===== config.mk =====
export PLATFORM = sky130hd
export DESIGN_NAME = gcm_result_viewer
export DESIGN_NICKNAME = d
export VERILOG_FILES = /design/src/rtl/gcm_result_viewer.sv
export SDC_FILE = /design/constraint.sdc
export NUM_CORES = 1
export LEC_CHECK = 0
export BUFFER_PORTS_ARGS = -buffer_cell sky130_fd_sc_hd__buf_2
export CORE_MARGIN = 10
export CORE_UTILIZATION = 53
export DETAILED_ROUTE_END_ITERATION = 10
export HOLD_SLACK_MARGIN = 0.12
export PLACE_DENSITY = 0.71
export RECOVER_POWER = 50
export SLEW_MARGIN = 20
export SYNTH_ARGS = -nofsm -noshare
export SYNTH_HDL_FRONTEND = slang
export SYNTH_SLANG_ARGS = --single-unit

===== constraint.sdc =====
create_clock -name clk -period 10.7 [get_ports clk]
set_clock_uncertainty 0.05 [all_clocks]
set_input_delay 1.07 -clock clk [delete_from_list [all_inputs] [get_ports clk]]
set_output_delay 1.07 -clock clk [all_outputs]
set_load 0.05 [all_outputs]

===== src/rtl/gcm_result_viewer.sv =====
// gcm_result_viewer: captures AES-GCM ciphertext/tag pairs into a small history
// ring on each rising tag_ready, and presents a registered hex window of a
// selected entry to the seven-segment display driver, with optional auto-scroll.
module gcm_result_viewer #(
    parameter int DATA_W     = 128,
    parameter int DIGITS     = 4,
    parameter int DEPTH      = 4,
    parameter int SCROLL_DIV = 50_000_000,
    localparam int WIN_W     = 4 * DIGITS,
    localparam int NWIN      = DATA_W / WIN_W,
    localparam int WB        = $clog2(NWIN),
    localparam int EB        = $clog2(DEPTH),
    localparam int PW        = $clog2(SCROLL_DIV)
) (
    input  logic              clk,
    input  logic              i_reset,
    input  logic [0:DATA_W-1] i_cipher_text,
    input  logic [0:DATA_W-1] i_tag,
    input  logic              i_tag_ready,
    input  logic              i_clear,
    input  logic              i_sel_tag,
    input  logic [EB-1:0]     i_entry,
    input  logic [WB-1:0]     i_window,
    input  logic              i_scroll_en,
    output logic [WIN_W-1:0]  o_digits,
    output logic              o_valid,
    output logic [EB:0]       o_count,
    output logic [WB-1:0]     o_window,
    output logic              o_capture_pulse
);

    typedef enum logic {
        MANUAL = 1'b0,
        SCROLL = 1'b1
    } state_t;

    state_t            state_q, state_d;
    logic [PW-1:0]     presc_q, presc_d;
    logic [WB-1:0]     window_q, window_d;
    logic              tr_q, tr_d;
    logic [EB-1:0]     wp_q, wp_d;
    logic [EB:0]       count_q, count_d;
    logic [WIN_W-1:0]  digits_q, digits_d;
    logic              valid_q, valid_d;
    logic              pulse_q, pulse_d;

    logic              capture;
    logic [EB-1:0]     wp_base;
    logic [EB:0]       count_base;
    logic [EB-1:0]     wr_slot;
    logic [EB-1:0]     rd_slot;
    logic [0:DATA_W-1] sel_word;

    logic [0:DATA_W-1] cipher_mem [DEPTH];
    logic [0:DATA_W-1] tag_mem    [DEPTH];

    // Capture path: rising-edge detect, clear applied before any same-cycle capture
    always_comb begin
        capture    = i_tag_ready & ~tr_q;
        tr_d       = i_tag_ready;
        pulse_d    = capture;
        wp_base    = i_clear ? '0 : wp_q;
        count_base = i_clear ? '0 : count_q;
        wr_slot    = wp_base;
        wp_d       = wp_base;
        count_d    = count_base;
        if (capture) begin
            wp_d = wp_base + EB'(1);
            if (count_base != (EB+1)'(DEPTH)) begin
                count_d = count_base + (EB+1)'(1);
            end
        end
    end

    // Scroll state machine: manual window follows input, scroll steps on prescaler wrap
    always_comb begin
        state_d  = i_scroll_en ? SCROLL : MANUAL;
        presc_d  = '0;
        window_d = i_window;
        unique case (state_q)
            MANUAL: begin
                if (i_scroll_en) begin
                    window_d = '0;
                end
            end
            SCROLL: begin
                if (i_scroll_en) begin
                    window_d = window_q;
                    if (presc_q == PW'(SCROLL_DIV - 1)) begin
                        window_d = window_q + WB'(1);
                    end else begin
                        presc_d = presc_q + PW'(1);
                    end
                end
            end
            default: begin
                window_d = i_window;
            end
        endcase
    end

    // Output window select from stored data, using the next window so digits track o_window
    always_comb begin
        rd_slot  = wp_q - EB'(1) - i_entry;
        valid_d  = ({1'b0, i_entry} < count_q);
        sel_word = i_sel_tag ? tag_mem[rd_slot] : cipher_mem[rd_slot];
        digits_d = '0;
        if (valid_d) begin
            for (int w = 0; w < NWIN; w++) begin
                if (window_d == WB'(w)) begin
                    digits_d = sel_word[w*WIN_W +: WIN_W];
                end
            end
        end
    end

    // History storage: contents need no reset, validity comes from the count
    always_ff @(posedge clk) begin
        if (capture) begin
            cipher_mem[wr_slot] <= i_cipher_text;
            tag_mem[wr_slot]    <= i_tag;
        end
    end

    // Control and output registers
    always_ff @(posedge clk or posedge i_reset) begin
        if (i_reset) begin
            state_q  <= MANUAL;
            presc_q  <= '0;
            window_q <= '0;
            tr_q     <= 1'b0;
            wp_q     <= '0;
            count_q  <= '0;
            digits_q <= '0;
            valid_q  <= 1'b0;
            pulse_q  <= 1'b0;
        end else begin
            state_q  <= state_d;
            presc_q  <= presc_d;
            window_q <= window_d;
            tr_q     <= tr_d;
            wp_q     <= wp_d;
            count_q  <= count_d;
            digits_q <= digits_d;
            valid_q  <= valid_d;
            pulse_q  <= pulse_d;
        end
    end

    assign o_digits        = digits_q;
    assign o_valid         = valid_q;
    assign o_count         = count_q;
    assign o_window        = window_q;
    assign o_capture_pulse = pulse_q;

endmodule


==> metrics <==
Root Driver clkbuf_16; die height 301.4 um; Final Max Tran Viols 101; max_slew headroom -1.237; Vias/cell 6.028; layout cells sized above 1 0.2025; post-synthesis sequential area ratio 0.7651; PD cells 198.9 nW/um^2; crit-path max FO 63; Die ar. 90,820 sq um; DIE WIDTH 301.4 um; net count after synthesis 2,255; Crit path max-delay family simple AND/OR/NAND/NOR gates; Yosys reg bits 1,078; crit-path max cell delay 1.64 ns; status complete, but fails checks; buffer and inverter count on the worst path 3; CP required 10.91 ns; post-detailed-routing wire length 98.20 mm; number of flops mapped to enable cells by yosys 1,024; Post-Syn Instances 1,978; number of nets in the layout 2,573; peak supply drop 165.4 uV; Wirelength per Cell 28.51 um; Netlist cell types 50; CP max stage cell and2_0; Core Area 78,740 sq um; Fin. Hold Viols 0; Pleak 15.49 nW; Max Buffers Root-to-Sink 3; Synth Cell Area 41,960 sq um; Period Utilization, post-route 0.4896; hpwl dp 61.93 mm; Vias 20,760; drt first pass iters 5; clock buffers created by TritonCTS 107; Mean Syn Cell Area 21.21 sq um; RSZ-0062 raised after global routing false; final hold slack 0.4609 ns; worst min-delay path class flop to flop; fin crit period 5.239 ns; Post-CTS Setup Inserts 0; cts repair resizes 0; most common cell after layout, fill and taps aside edfxtp_1; worst-margin pin slew 3.355 ns; routability cong. 0.7905; worst endpoint data arrival time 5.45 ns; largest net degree at the start of global routing 141; commonest non-fill, non-tap cells in the layout 1,024 x edfxtp_1, 279 x clkbuf_1, 247 x mux4_2; ANT nets after route 0; first-pass GRT wire length 144.5 mm; Setup crit end kind flop; Synth area leaders edfxtp_1 73%, mux4_2 13%, dfrtp_1 3.2%; setup violators final 0; worst-path cell chain buf_2 > nor2b_1 > and2_0 > buf_4 > buf_4; Max Cap Violations 3; initial antenna violation count 34; Syn-to-layout area delta 13.76%; Crit Path Class input pin to flop; initial core utilization 0.5329; cts hold-fix bufs 0; GRT overflow 0; residual DRC count 0; Synth warnings 0; Synth area leader edfxtp_1; Max Freq 0.1909 GHz; FP Rows 103; clock latency on the worst-skew pair 0.66 ns; CP dominant cell by count buf_4; Iteration-0 DRC Markers 2,010; clk sinks 1,078; post-route setup TNS 0 ns; Async S/R FF share, synth 0.05009; Total Power 9.493 mW; failing checks capacitance limit, slew limit; number of I/O port buffers 290; Startpoint Class input pin; gr usage total 0.2165; post-synth top area share 0.7328; H-tree lvl count 3; vias in the first global route 21,390; Top FF cell, synth edfxtp_1; I/O pins 291; CTS tree done; Clk pin slew, worst setup/hold paths 0.06 ns
==> state kept, by name, summed over array words and instances (netlist names) <==
| register | count |
|---|---|
| o_valid | 1 |
| state_q | 1 |
| tag_mem | 512 |
| o_count | 3 |
| tr_q | 1 |
| cipher_mem | 512 |
| o_capture_pulse | 1 |
| o_digits | 16 |
| wp_q | 2 |
| presc_q | 26 |
| o_window | 3 |
==> cells in the mapped netlist (23+ instances only) <==
library cell	instances
mux4_2	247
nand3_1	33
buf_2	40
mux2i_1	107
a211oi_1	23
nand2_1	83
nand2b_1	33
dfrtp_1	54
nor2_1	39
clkbuf_1	47
edfxtp_1	1024
a21oi_1	36
==> worst reg2reg max path: cells and delay by family, from the launching register on <==
family | cells | cell delay, ns
flops | 1 | 0.37
simple gates | 2 | 2.28
buf+inv | 2 | 1.94
==> stage by stage <==
stage,cell area (sq um),setup slack [ns],utilization,cells
5_1_grt,47720,5.059,0.6060,3438
4_1_cts,48030,5.791,0.6100,3430
3_3_place_gp,44580,5.196,0.5662,3237
6_report,47730,5.461,0.6062,3444
2_1_floorplan,41960,2.640,-,1978
3_5_place_dp,44600,5.176,0.5664,3237
==> per-layer routing <==
metal / global-route usage / vias to the layer above / routed length, um
met3: 0.06610 / 174 / 9406
met2: 0.3529 / 800 / 49460
met5: 0 / - / 254
li1: - / 8868 / -
met1: 0.2772 / 10880 / 36550
met4: 0.06872 / 42 / 2538
==> area by class of cell <==
class,instances,area (sq um)
sequential,1078,32100
fill,5526,31010
multi-input combinational,773,9369
clock buffer,134,2884
timing repair buffer,319,1419
tap,1050,1314
clock inverter,59,549.3
inverter,17,63.81
antenna,14,35.03
==> report_power, final <==
part | leakage, nW | internal, mW | switching (mW)
clock | 1.67 | 2.14 | 1.51
sequential | 10.0 | 4.73 | 0.0282
combinational | 3.79 | 0.462 | 0.629
total | 15.5 | 7.33 | 2.17
==> kinds of logic after synthesis <==
group                      synth area share
and+or+nand+nor                     0.02702
DFF                                  0.7651
muxes                                0.1581
xor gates and xnor gates           0.005636
buffers and inverters               0.01330
AOI/OAI and AO/OA                   0.02791
adders and majority gates          0.002982
==> path summary, 6_finish.rpt <==
check	from	end	cells after the start	slack, ns
max	i_tag_ready	cipher_mem[0][2]	5	5.46
min	presc_q[0]	presc_q[0]	1	0.46
max reg2reg	tr_q	cipher_mem[0][2]	4	5.61
min reg2reg	presc_q[0]	presc_q[0]	1	0.46
max in group asynchronous	i_reset	presc_q[0]	3	7.04
min in group asynchronous	i_reset	o_count[1]	3	1.62
Power figures use the tool's default switching activity.
